<file path="config.mk">
export PLATFORM = sky130hd
export DESIGN_NAME = pc_update_unit
export DESIGN_NICKNAME = d
export VERILOG_FILES = /design/src/rtl/pc_update_unit.sv
export SDC_FILE = /design/constraint.sdc
export NUM_CORES = 1
export LEC_CHECK = 0
export CAP_MARGIN = 20
export CORE_ASPECT_RATIO = 0.6
export CORE_MARGIN = 1.5
export CORE_UTILIZATION = 44
export CTS_CLUSTER_SIZE = 16
export DETAILED_ROUTE_END_ITERATION = 10
export GPL_ROUTABILITY_DRIVEN = 0
export PLACE_DENSITY = 0.81
export SYNTH_ARGS = -nofsm -noshare
export SYNTH_HDL_FRONTEND = slang
export SYNTH_SLANG_ARGS = --single-unit
</file>
<file path="constraint.sdc">
create_clock -name clk -period 3.3 [get_ports clk]
set_input_delay 0.99 -clock clk [delete_from_list [all_inputs] [get_ports clk]]
set_output_delay 0.99 -clock clk [all_outputs]
set_load 0.02 [all_outputs]
</file>
<file path="src/rtl/pc_update_unit.sv">
// Program counter update with exception redirect, EPC capture and taken-branch counting.
// PCWriteEn is combinational; PC, EPC, AlignExc and TakenCount update on the next rising edge.
module pc_update_unit #(
   parameter logic [31:0] RESET_PC   = 32'h0000_0000,
   parameter logic [31:0] EXC_VECTOR = 32'h0000_0100
) (
   input  logic        clk,
   input  logic        reset,
   input  logic        PCWrite,
   input  logic        PCWriteCond,
   input  logic        BranchCond,
   input  logic [1:0]  PCSource,
   input  logic [31:0] ALUResult,
   input  logic [31:0] ALUOut,
   input  logic [25:0] JumpField,
   input  logic        ExcTrigger,
   output logic [31:0] PC,
   output logic [31:0] EPC,
   output logic        PCWriteEn,
   output logic        AlignExc,
   output logic [15:0] TakenCount
);

   logic [31:0] jump_target;
   logic [31:0] next_pc;
   logic        misaligned;
   logic        taken;

   assign PCWriteEn   = PCWrite | (PCWriteCond & BranchCond);
   assign jump_target = {PC[31:28], JumpField, 2'b00};

   always_comb begin
      next_pc = ALUResult;
      case (PCSource)
         2'b00:   next_pc = ALUResult;
         2'b01:   next_pc = ALUOut;
         2'b10:   next_pc = jump_target;
         2'b11:   next_pc = EPC;
         default: next_pc = ALUResult;
      endcase
   end

   assign misaligned = PCWriteEn & (next_pc[1:0] != 2'b00);
   // Only a branch that actually redirects the PC counts; exceptions and faults do not.
   assign taken = PCWriteCond & BranchCond & ~PCWrite & ~ExcTrigger & (next_pc[1:0] == 2'b00);

   always_ff @(posedge clk or posedge reset) begin
      if (reset) begin
         PC         <= RESET_PC;
         EPC        <= 32'h0000_0000;
         AlignExc   <= 1'b0;
         TakenCount <= 16'h0000;
      end else begin
         AlignExc <= 1'b0;
         if (ExcTrigger) begin
            PC  <= EXC_VECTOR;
            EPC <= PC - 32'd4;
         end else if (misaligned) begin
            PC       <= EXC_VECTOR;
            EPC      <= PC - 32'd4;
            AlignExc <= 1'b1;
         end else if (PCWriteEn) begin
            PC <= next_pc;
         end
         if (taken && (TakenCount != 16'hFFFF))
            TakenCount <= TakenCount + 16'd1;
      end
   end

endmodule

</file>
Word level (Yosys, flattened, before mapping):

Cells that the tools add are included.

* bits of input ports: 98
* output and inout bits: 82
* flip-flop bits (word level): 81
* word-level logic and storage cells: 35

* bitwise operators: 8
* reduce and logical (&&, ||, !) cells: 7
* muxes and demuxes: 8
* $add $sub $neg: 2
* eq/ne operators: 5

Operator list (number)
* 2-to-1 mux 32 bit: 5
* one-hot mux 32 bit (4 select lines): 1
* subtractor 32 x 3 -> 32 bit, second input constant: 1
* adder 16 x 1 -> 16 bit, second input constant: 1
* != test 16 bit, second input constant: 1
* bitwise AND 1 bit: 5
* equality test 2 bit, second input constant: 2
* logical NOT 2 bit: 2
* nonzero test 2 bit: 2
* != test 3 bit, second input constant: 1
* nonzero test 3 bit: 1
* equality test 2 x 1 -> 1 bit, second input constant: 1
* 2-to-1 mux 1 bit: 2
* NOT 1 bit: 2
* AND reduction 2 bit: 1
* logical AND 1 bit: 1
* OR 1 bit: 1

Logic depth before layout (Yosys ltp):

Gate-level depths: netlist of the first run.

* depth after elaboration: 6
* depth in mapped cells: 8
* mapped depth without buffers: 7

Worst setup path before layout of the first run:

Ideal clock, no wire load.

* path kind: input port to output port
* start: input PCWriteCond
* end: output PCWriteEn
* buffers on the path: 0
* required time: 2.310 ns
* data arrival time: 1.462 ns
* stages on the path: 2
* path slack: 0.848 ns
* cell sequence: a21oi_1 inv_1

* cells in the longest elaborated chain, start to end: 2

Ends and longest elaborated chain
* from (decl): line 10 `input logic PCWriteCond,`
* bitwise AND 1 bit: line 29 `assign PCWriteEn = PCWrite | (PCWriteCond & BranchCond);`
* OR 1 bit: line 29
* to (decl): line 19 `output logic PCWriteEn,`

No other way between the ends.

Worst setup path in the final report of the first run:

* start: input BranchCond
* end: output PCWriteEn

* cells in the longest elaborated chain, start to end: 2

Ends and longest elaborated chain
* from (decl): line 11 `input logic BranchCond,`
* bitwise AND 1 bit: line 29
* OR 1 bit: line 29

No other way between the ends.

==> results of run 1 <==
Yosys cell counts, drive strengths merged, types with 2 or more instances:
master | instances | area share [%]
o21ai | 25 | 2.9
a22o | 32 | 6.3
or4 | 2 | 0.51
nor4 | 6 | 0.98
or3 | 3 | 0.42
nand2 | 45 | 3.8
nor3 | 18 | 2.7
and4 | 3 | 0.59
ha | 2 | 0.56
clkbuf | 8 | 0.70
mux2 | 5 | 1.3
buf | 15 | 1.9
nor3b | 2 | 0.45
xnor2 | 22 | 4.3
inv | 5 | 0.42
nand4 | 11 | 1.5
dfrtp | 81 | 46
nand3 | 11 | 1.2
mux4 | 26 | 13
nand4b | 4 | 0.79
xor2 | 20 | 3.9
nor2 | 24 | 2.1
nor2b | 2 | 0.28
and2 | 3 | 0.42
a21oi | 9 | 1.0
report_power, final:
part / switching [mW] / internal (mW) / total, mW
Sequential: 0.124 / 1.09 / 1.22
Clock: 0.369 / 0.705 / 1.07
Combinational: 0.411 / 0.459 / 0.870
Total: 0.904 / 2.26 / 3.16
metal layers:
metal	track usage, %	wire [um]	up-vias
met5	0	0	-
met2	40.36	6173	177
met4	7.253	239	0
li1	-	-	1838
met1	35.50	6101	1952
met3	7.553	1031	16
worst min path at each step:
stage / cells past startpoint / slack (ns) / startpoint / endpoint
detailed placement: 1 / 0.49 / TakenCount[11]$_DFFE_PP0P_ / TakenCount[11]$_DFFE_PP0P_
finish: 1 / 0.50 / TakenCount[11]$_DFFE_PP0P_ / TakenCount[11]$_DFFE_PP0P_
global route: 1 / 0.53 / TakenCount[11]$_DFFE_PP0P_ / TakenCount[11]$_DFFE_PP0P_
CTS: 1 / 0.50 / TakenCount[11]$_DFFE_PP0P_ / TakenCount[11]$_DFFE_PP0P_
floorplan: 2 / 0.59 / EPC[22]$_DFFE_PP0P_ / EPC[22]$_DFFE_PP0P_
global placement: 1 / 0.49 / TakenCount[11]$_DFFE_PP0P_ / TakenCount[11]$_DFFE_PP0P_
layout make-up:
class / count / area (um2) / area share, %
multi-input combinational: 286 / 2308 / 33.93
sequential: 81 / 2027 / 29.80
timing repair buffer: 193 / 1954 / 28.73
clock buffer: 14 / 264.0 / 3.881
tap: 135 / 168.9 / 2.483
clock inverter: 2 / 60.06 / 0.8828
inverter: 5 / 20.02 / 0.2943
worst reg2reg max path, cell delays in order (launching register included):
cell and delay (ns):
dfrtp_1 0.46, nor3_2 0.47, nand3_1 0.32, or4b_1 0.59, xor2_1 0.18, o21ai_2 0.06
through the flow:
step	hold WS (ns)	worst slack (ns)	total power [mW]
detailed placement	0.4898	0.06326	2.091
global route	0.5277	0.3328	3.306
floorplan	0.5910	0.2299	1.646
finish	0.5037	0.4088	3.161
CTS	0.4973	0.05606	3.171
global placement	0.4853	0.07690	2.070
repair_timing:
| action | 4_1_cts | 5_1_grt |
|---|---|---|
| endpoints found under the hold margin | 0 | 0 |
| resized for setup | 0 | 1 |
| endpoints found under the setup margin | 0 | 1 |
registers in the layout, indices dropped and copies added, names as in the netlist:
| signal | count |
|---|---|
| AlignExc | 1 |
| EPC | 32 |
| PC | 32 |
| TakenCount | 16 |
logic make-up (layout without fill, tap and decap cells):
logic type	count (synthesis)	after routing	share of synthesized area [%]
AND/OR/NAND/NOR	139	139	16.82
flip-flops	81	81	45.57
AO/OA/AOI/OAI	72	72	11.36
XOR/XNOR	42	42	8.270
multiplexers	31	31	14.43
buffers and inverters	28	214	2.982
adder cells (fa/ha/maj)	2	2	0.5625
==> implementation parameters, run 1 <==
Parameter                              Value

Power and ir drop
  Power per Cell Area ... 464.6 nW/um2
  Worst supply voltage drop on vdd ... 323.9 uV
  Leak ... 2.739 nW

Routing
  Residual antenna-violating net count after detailed routing ... 0
  WL final ... 13,540 um
  Number of optimization iterations in the first detailed-route pass ... 4
  Drt wl/cell ... 18.92 um
  Post-detailed-route via-to-cell ratio ... 5.563
  Number of DRC violations after detailed-routing iteration 0 ... 328
  Via count ... 3,983
  DRC violation count after routing ... 0

Logic synthesis
  Synthesized area ... 4448 um2
  Yosys warnings ... 0
  Proportion of register bits with asynchronous set or reset after synthesis ... 100.0%
  Total of flip-flops plus latches after synthesis ... 81
  Number of instances in the synthesized netlist ... about 400
  Net count of the mapped netlist ... ~500
  Synth unique cells ... 47
  Count of flip-flops with a built-in enable after synthesis ... 0
  Main flop type after synthesis ... dfrtp_1
  Avg Inst Size Synth ... approximately 11 um2
  Register area share after synthesis ... 45.57%

GRT
  Global route overflow ... 0
  Number of antenna violations at the first check in global routing ... 0
  Wire length of the first global-routing pass ... ~21,000 um
  Number of global-route vias before repair ... 3,871
  Maximum number of pins on one net before global-route repair ... 52
  Combined global-route utilization of all metal layers ... 25.84%

Setup path
  Critical register-to-register path endpoint ... EPC[29]$_DFFE_PP0P_
  Critical Path Start Type ... input pin
  CP Data Arrival Time ... 1.90 ns
  Crit end category ... output port
  Cell family with the largest share of critical-path delay ... buffers and inverters
  Setup slack on the worst flop-to-flop path ... roughly 1.1 ns
  CP max stage cell ... clkdlybuf4s50_1
  Crit path capture ... PCWriteEn
  Highest net fanout along the worst path ... 2
  Endpoint required time on the critical path ... 2.31 ns
  Critical path launch point ... BranchCond
  Worst Reg-to-Reg Cells ... 5
  Logic depth of the worst setup path including buffers ... 4
  Critical path buffers and inverters ... 3
  Slowest cell delay on critical path ... 0.43 ns
  Setup Crit Path Kind ... input pin to output port
  Worst r2r src ... PC[2]$_DFFE_PP0P_
  Crit-path cells ... clkdlybuf4s50_1, a21oi_1, inv_1, dlymetal6s2s_1

Die
  # rows ... 28
  Area of the die ... 10,740 um2
  Number of top-level design ports ... 180
  Area of the core ... 9844 um2
  Die Width ... ~130 um
  Initial Utilization ... between 40% and 50%
  Height of the chip ... 80.88 um

Cells and area
  Layout cells sized above 1 ... between 10% and 20%
  # fillers ... roughly 700
  Post-layout utilization of the core ... 69.10%
  Number of standard cells in the final layout excluding fillers ... approximately 720
  Synth-to-Final Area Change ... 52.94%
  Cell area after layout ... 6803 um2
  Count of inserted antenna diode cells ... 0
  Leading cell type in the layout, fill and taps excluded ... clkdlybuf4s50_1
  Top library cells by usage in the layout, fill and taps aside ... 176 x clkdlybuf4s50_1, 81 x dfrtp_1, 45 x nand2_1
  # nets final ... 676

STA
  Final Max Slew Viols ... 0
  Actual slew at the worst max-slew pin ... 0.6455 ns
  Max transition margin ... a little under three fifths
  F_max ... 345.9 MHz
  Aggregate negative setup slack ... 0 ns
  Setup repair after global routing missed its margin ... no
  Number of hold violations in the final report ... 0
  Maximum clock skew at final layout ... 0.006704 ns
  Final setup violation count ... 0
  Final worst path period need ... 2.891 ns
  Final cycle utilization of the critical path ... approximately 90%

Clock network
  CTS hold repair buffers ... 0
  Maximum clock path buffer count ... 2
  TritonCTS Buffers ... 9
  Number of clock sinks ... 81
  H-tree level count ... 3
  Clock-pin slew on the worst setup and hold paths ... 0.05 ns
  CTS Root Cell ... clkbuf_16
  CTS tree ... done
  Worst skew pair latency ... 0.33 ns
  Number of buffers added for setup after CTS ... 0

Outcome
  Result of the run ... complete, no violations

Worst hold path
  Classification of the worst-slack hold path ... flop to flop

Placed design
  Detailed placement HPWL ... 10,250 um
  Number of placed instances, taps included ... 698
  Placement Cell Area ... about 6400 um2
  Number of input and output port buffers inserted ... around 180

Job
  Number of maximum-capacitance violations ... 0
Note: power is estimated with default switching activity, not from simulation.
==> run 2, diff against run 1 <==
--- a/config.mk
+++ b/config.mk
@@ -8,11 +8,11 @@
 export CAP_MARGIN = 20
 export CORE_ASPECT_RATIO = 0.6
 export CORE_MARGIN = 1.5
-export CORE_UTILIZATION = 44
+export CORE_UTILIZATION = 35
 export CTS_CLUSTER_SIZE = 16
 export DETAILED_ROUTE_END_ITERATION = 10
 export GPL_ROUTABILITY_DRIVEN = 0
-export PLACE_DENSITY = 0.81
+export PLACE_DENSITY = 0.67
 export SYNTH_ARGS = -nofsm -noshare
 export SYNTH_HDL_FRONTEND = slang
 export SYNTH_SLANG_ARGS = --single-unit
==> run 2 against run 1 <==
  * Combinational power barely moved
  * Sequential power about the same
  * Clock power barely moved
  * Critical endpoint unchanged
  * Utilization down 13 points
  * Maximum frequency fell by 11%
  * Largest power group unchanged
  * Register-to-register slack worse by 0.11 ns
  * First-iteration DRC count decreased by 20%
  * Sequential share of layout area about the same
  * Cell count up 4.2%
  * Count of clock-buffer cells in the layout is 2 lower
==> implementation parameters, run 2 (synthesis gave the netlist of run 1 again) <==
Parameter                              Value

Power and ir drop
  Worst supply voltage drop on vdd ... 210.5 uV (-35%)
  Power share of the sequential group ... 38.9% (+0.4 points)
  Power spent charging and discharging nets ... 915.2 uW (+1.2%)
  Clock share of power ... 33.5% (-0.5 points)
  Pint ... 2.225 mW (-1.4%)
  Switching fraction of total power ... 29.14% (+0.53 points)
  Combinational group share of total power ... 27.7% (+0.2 points)
  PnR Total Power ... 3.140 mW (-0.64%)
  Power per Cell Area ... 462.1 nW/um2 (-0.55%)
  Leak ... 2.720 nW (-0.70%)

Cells and area
  # fillers ... 1,050 (+49%)
  # nets final ... 677 (+0.15%)
  Leading cell type in the layout, fill and taps excluded ... clkdlybuf4s50_1
  Layout cells sized above 1 ... 13.77% (+0.34 points)
  Largest registers ... EPC (32), PC (32), TakenCount (16)
  Number of standard cells in the final layout excluding fillers ... 746 (+4.2%)
  Count of inserted antenna diode cells ... 0 (unchanged)
  Synth-to-Final Area Change ... 52.80% (about the same)
  Top library cells by usage in the layout, fill and taps aside ... 177 x clkdlybuf4s50_1, 81 x dfrtp_1, 45 x nand2_1

STA
  Final worst path period need ... 3.241 ns (+0.3496 ns)
  Maximum clock skew at final layout ... 0.006866 ns (+0.0001614 ns)
  Final Max Slew Viols ... 0 (unchanged)
  Final cycle utilization of the critical path ... 98.21% (+11 points)
  Final worst hold slack ... 0.5067 ns (+0.002973 ns)
  Aggregate negative setup slack ... 0 ns (unchanged)
  Actual slew at the worst max-slew pin ... 0.6628 ns (+0.01730 ns)
  Number of hold violations in the final report ... 0 (unchanged)
  Setup repair after global routing missed its margin ... no
  F_max ... 308.6 MHz (-11%)
  Final setup violation count ... 0 (unchanged)
  Max transition margin ... 55.71% (-1.2 points)

GRT
  Wire length of the first global-routing pass ... 22,150 um (+5.4%)
  Number of antenna violations at the first check in global routing ... 0 (unchanged)
  Maximum number of pins on one net before global-route repair ... 47 (-9.6%)
  Global route overflow ... 0 (unchanged)
  Number of global-route vias before repair ... 3,987 (+3.0%)
  Combined global-route utilization of all metal layers ... 21.68% (-4.2 points)

Clock network
  CTS Root Cell ... clkbuf_16
  Number of clock sinks ... 81 (unchanged)
  CTS hold repair buffers ... 0 (unchanged)
  Maximum clock path buffer count ... 2 (unchanged)
  H-tree level count ... 3 (unchanged)
  TritonCTS Buffers ... 9 (unchanged)
  CTS tree ... done
  Number of buffers added for setup after CTS ... 0 (unchanged)
  Worst skew pair latency ... 0.33 ns (about the same)
  Clock-pin slew on the worst setup and hold paths ... 0.06 ns (about the same)

Setup path
  Crit end category ... output port
  CP Data Arrival Time ... 2.25 ns (+0.35 ns)
  Setup Crit Path Kind ... input pin to output port
  Critical Path Start Type ... input pin
  Highest net fanout along the worst path ... 2 (unchanged)
  Endpoint required time on the critical path ... 2.31 ns (about the same)

Die
  Area of the die ... 13,420 um2 (+25%)
  Die Width ... 148.5 um (+12%)
  Number of top-level design ports ... 180 (unchanged)
  Initial Utilization ... 36.41% (-8.8 points)
  # rows ... 31 (+11%)
  Height of the chip ... 90.32 um (+12%)
  Area of the core ... 12,220 um2 (+24%)

Placed design
  Detailed placement HPWL ... 10,510 um (+2.5%)
  Number of input and output port buffers inserted ... 179 (unchanged)
  Number of placed instances, taps included ... 731 (+4.7%)

Routing
  Number of optimization iterations in the first detailed-route pass ... 4 (unchanged)
  Number of DRC violations after detailed-routing iteration 0 ... 261 (-20%)
  DRC violation count after routing ... 0 (unchanged)
  Residual antenna-violating net count after detailed routing ... 0 (unchanged)
  Post-detailed-route via-to-cell ratio ... 5.232 (-5.9%)
  Via count ... 3,903 (-2.0%)
  WL final ... 13,840 um (+2.2%)
  Drt wl/cell ... 18.55 um (-1.9%)

Outcome
  Result of the run ... complete, no violations

Job
  Number of maximum-capacitance violations ... 0 (unchanged)

Worst hold path
  Classification of the worst-slack hold path ... flop to flop
-- run 2: cell count changes in the layout (fill, tap and decap cells not counted), sizes merged --
cell / change
clkbuf: -2
dlymetal6s2s: -1
clkinv: +1
buf: +1
clkdlybuf4s50: +1
-- run 2: layout make-up --
| type | count | area [um2] | area share [%] |
|---|---|---|---|
| inverters | 5 | 20.02 | 0.2946 |
| well taps | 165 | 206.4 | 3.038 |
| clock inverters | 3 | 65.06 | 0.9573 |
| repair buffers | 194 | 1919 | 28.24 |
| flip-flops and latches | 81 | 2027 | 29.82 |
| clock buffers | 12 | 246.5 | 3.627 |
| multi-input cells | 286 | 2312 | 34.02 |
-- run 2: power by group through the flow --
stage | combinational, mW | sequential (mW) | clock [mW]
3_5_place_dp | 0.869 | 1.24 | 0
2_1_floorplan | 0.324 | 1.32 | 0
6_report | 0.869 | 1.22 | 1.05
5_1_grt | 0.936 | 1.24 | 1.13
4_1_cts | 0.874 | 1.22 | 1.08
3_3_place_gp | 0.855 | 1.23 | 0
-- run 2: timing repair --
item,CTS,global route
gates resized for setup,0,1
hold endpoints to repair,0,0
setup endpoints to repair,0,1
-- run 2: path summary, 6_finish.rpt --
| kind | end | depth (start not counted) | slack (ns) | startpoint |
|---|---|---|---|---|
| setup / recovery | PCWriteEn | 4 | 0.06 | PCWriteCond |
| hold / removal | EPC[0]$_DFFE_PP0P_ | 2 | 0.51 | PC[0]$_DFFE_PP0P_ |
| setup reg to reg | EPC[29]$_DFFE_PP0P_ | 5 | 0.99 | PC[2]$_DFFE_PP0P_ |
| hold reg to reg | EPC[0]$_DFFE_PP0P_ | 2 | 0.51 | PC[0]$_DFFE_PP0P_ |
| max in group asynchronous | EPC[6]$_DFFE_PP0P_ | 3 | 1.81 | reset |
| min in group asynchronous | PC[27]$_DFFE_PP0P_ | 2 | 0.91 | reset |
-- run 2: per-stage QoR --
step                      instance area, um2  setup slack [ns]  utilization [%]
after detailed placement                6481           0.03378            53.05
after global routing                    6797           0.01824            55.63
final                                   6797           0.05916            55.63
after floorplan                         4448            0.2299                -
after global placement                  6481           0.09388            53.05
after CTS                               6793           0.03283            55.60
-- run 2: metal layers --
metal / track usage [%] / vias up / routed length [um]
met1: 29.91 / 1888 / 6413
met3: 7.222 / 13 / 1223
met2: 32.67 / 166 / 6079
met5: 0 / - / 0
li1: - / 1836 / -
met4: 5.693 / 0 / 125
-- run 2: critical path: stages --
cell and delay (ns):
clkdlybuf4s50_1 0.50, a21oi_2 0.08, inv_1 0.07, clkdlybuf4s50_1 0.60
==> run 3, diff against run 2 <==
--- a/config.mk
+++ b/config.mk
@@ -12,6 +12,7 @@
 export CTS_CLUSTER_SIZE = 16
 export DETAILED_ROUTE_END_ITERATION = 10
 export GPL_ROUTABILITY_DRIVEN = 0
+export MAX_ROUTING_LAYER = met4
 export PLACE_DENSITY = 0.67
 export SYNTH_ARGS = -nofsm -noshare
 export SYNTH_HDL_FRONTEND = slang
==> run 3 against run 2 <==
  * Clock skew about the same
  * Die area is the same
  * Global-route usage rose by 0.67 points
  * First-iteration DRC count increased by 3.1%
  * Maximum frequency down 0.16%
  * Sequential cell count did not move
  * Setup slack got worse by 0.0052 ns
  * Critical path type unchanged
  * Largest power group unchanged
  * Highest routed layer unchanged
==> implementation parameters, run 3 (synthesis gave the netlist of run 1 again) <==
Parameter                              Value

STA
  F_max ... 308.1 MHz (-0.16%)
  Final worst hold slack ... 0.5063 ns (-0.0003730 ns)
  Aggregate negative setup slack ... 0 ns (unchanged)
  Max transition margin ... 55.35% (-0.36 points)
  Setup repair after global routing missed its margin ... no
  Number of hold violations in the final report ... 0 (unchanged)
  Final worst path period need ... 3.246 ns (+0.005231 ns)
  Final setup violation count ... 0 (unchanged)
  Final Max Slew Viols ... 0 (unchanged)
  Actual slew at the worst max-slew pin ... 0.6682 ns (+0.005396 ns)
  Final cycle utilization of the critical path ... 98.37% (+0.16 points)
  Maximum clock skew at final layout ... 0.006401 ns (-0.0004647 ns)

Setup path
  Critical path buffers and inverters ... 3 (unchanged)
  CP Data Arrival Time ... 2.26 ns (about the same)
  Crit-path cells ... clkdlybuf4s50_1, a21oi_2, inv_1, clkdlybuf4s50_1
  Highest net fanout along the worst path ... 2 (unchanged)
  Critical Path Start Type ... input pin
  Most prevalent standard cell on the critical path ... clkdlybuf4s50_1
  CP max stage cell ... clkdlybuf4s50_1
  Endpoint required time on the critical path ... 2.31 ns (about the same)
  Cell family with the largest share of critical-path delay ... buffers and inverters
  Slowest cell delay on critical path ... 0.60 ns (about the same)
  Setup Crit Path Kind ... input pin to output port
  Crit end category ... output port

Clock network
  Clock-pin slew on the worst setup and hold paths ... 0.06 ns (about the same)
  TritonCTS Buffers ... 9 (unchanged)
  H-tree level count ... 3 (unchanged)
  Number of clock sinks ... 81 (unchanged)
  CTS tree ... done
  Worst skew pair latency ... 0.34 ns (about the same)
  Maximum clock path buffer count ... 2 (unchanged)
  CTS Root Cell ... clkbuf_16

Cells and area
  Area of all sequential standard cells ... 2027 um2 (unchanged)
  Post-layout utilization of the core ... 55.63% (unchanged)
  Cell area after layout ... 6797 um2 (unchanged)
  Largest registers ... EPC (32), PC (32), TakenCount (16)
  Top library cells by usage in the layout, fill and taps aside ... 177 x clkdlybuf4s50_1, 81 x dfrtp_1, 45 x nand2_1
  Layout cells sized above 1 ... 13.77% (unchanged)
  Leading cell type in the layout, fill and taps excluded ... clkdlybuf4s50_1
  # fillers ... 1,050 (unchanged)
  # nets final ... 677 (unchanged)
  Synth-to-Final Area Change ... 52.80% (unchanged)
  Multi-input logic area ... 2312 um2 (unchanged)
  Count of inserted antenna diode cells ... 0 (unchanged)

Power and ir drop
  Switching fraction of total power ... 29.33% (+0.19 points)
  PnR Total Power ... 3.149 mW (+0.27%)
  Clock share of power ... 33.6% (about the same)
  Power spent charging and discharging nets ... 923.5 uW (+0.91%)
  Power share of the sequential group ... 38.8% (about the same)
  Combinational group share of total power ... 27.6% (about the same)
  Pint ... 2.225 mW (about the same)
  Worst supply voltage drop on vdd ... 216.9 uV (+3.0%)
  Leak ... 2.720 nW (unchanged)
  Power per Cell Area ... 463.3 nW/um2 (+0.27%)

Die
  Initial Utilization ... 36.41% (unchanged)
  # rows ... 31 (unchanged)
  Die Width ... 148.5 um (unchanged)
  Number of top-level design ports ... 180 (unchanged)
  Height of the chip ... 90.32 um (unchanged)
  Area of the die ... 13,420 um2 (unchanged)
  Area of the core ... 12,220 um2 (unchanged)

Routing
  Drt wl/cell ... 18.63 um (+0.40%)
  Number of DRC violations after detailed-routing iteration 0 ... 269 (+3.1%)
  Post-detailed-route via-to-cell ratio ... 5.277 (+0.87%)
  WL final ... 13,900 um (+0.40%)
  DRC violation count after routing ... 0 (unchanged)
  Number of optimization iterations in the first detailed-route pass ... 4 (unchanged)
  Via count ... 3,937 (+0.87%)
  Residual antenna-violating net count after detailed routing ... 0 (unchanged)

Job
  Number of maximum-capacitance violations ... 0 (unchanged)

GRT
  Maximum number of pins on one net before global-route repair ... 47 (unchanged)
  Global route overflow ... 0 (unchanged)
  Number of antenna violations at the first check in global routing ... 0 (unchanged)
  Combined global-route utilization of all metal layers ... 22.35% (+0.67 points)
  Wire length of the first global-routing pass ... 22,150 um (unchanged)
  Number of global-route vias before repair ... 3,985 (-0.050%)

Worst hold path
  Classification of the worst-slack hold path ... flop to flop

Placed design
  Detailed placement HPWL ... 10,510 um (unchanged)
  Placement Cell Area ... 6481 um2 (unchanged)
  Number of input and output port buffers inserted ... 179 (unchanged)

Outcome
  Result of the run ... complete, no violations
## run 3: path summary, 6_finish.rpt
check / from / end / slack (ns) / cells after the start
setup / recovery: PCWriteCond / PCWriteEn / 0.05 / 4
hold / removal: PC[0]$_DFFE_PP0P_ / EPC[0]$_DFFE_PP0P_ / 0.51 / 2
setup reg to reg: PC[2]$_DFFE_PP0P_ / EPC[29]$_DFFE_PP0P_ / 0.99 / 5
hold reg to reg: PC[0]$_DFFE_PP0P_ / EPC[0]$_DFFE_PP0P_ / 0.51 / 2
max in group asynchronous: reset / EPC[6]$_DFFE_PP0P_ / 1.81 / 3
min in group asynchronous: reset / PC[27]$_DFFE_PP0P_ / 0.90 / 2
## run 3: per-stage QoR
stage / worst slack [ns] / cells
after floorplan: 0.2299 / 395
after global placement: 0.09388 / 731
after detailed placement: 0.03378 / 731
after CTS: 0.03283 / 746
after global routing: 0.01824 / 746
final: 0.05393 / 746
## run 3: repair_timing
action                                  4_1_cts  5_1_grt
hold buffers                                  0        0
buffers inserted                              0        0
endpoints found under the setup margin        0        1
resized for setup                             0        1
## run 3: layout make-up
cell class,instances,share of cell area (%)
Multi-Input combinational cell,286,34.02
Clock buffer,12,3.627
Tap cell,165,3.038
Clock inverter,3,0.9573
Timing Repair Buffer,194,28.24
Inverter,5,0.2946
Sequential cell,81,29.82
## run 3: metal layers
layer | vias to the layer above | part of all wire, % | global-route usage, %
met5 | - | 0 | -
met2 | 164 | 43 | 32.52
met1 | 1923 | 47 | 30.50
met3 | 19 | 8.0 | 6.364
li1 | 1831 | - | -
met4 | 0 | 1.2 | 6.188
## run 3: worst register-to-register path, stage by stage, from the launching register on
cell,delay [ns]
dfrtp_1,0.46
nor3_2,0.47
nand3_1,0.38
or4b_1,0.63
xor2_1,0.18
o21ai_2,0.06
## run 3: power groups by stage
stage	sequential [mW]	combinational, mW	clock, mW
after global routing	1.24	0.936	1.13
after detailed placement	1.24	0.869	0
final	1.22	0.870	1.06
after floorplan	1.32	0.324	0
after global placement	1.23	0.855	0
after CTS	1.22	0.874	1.08
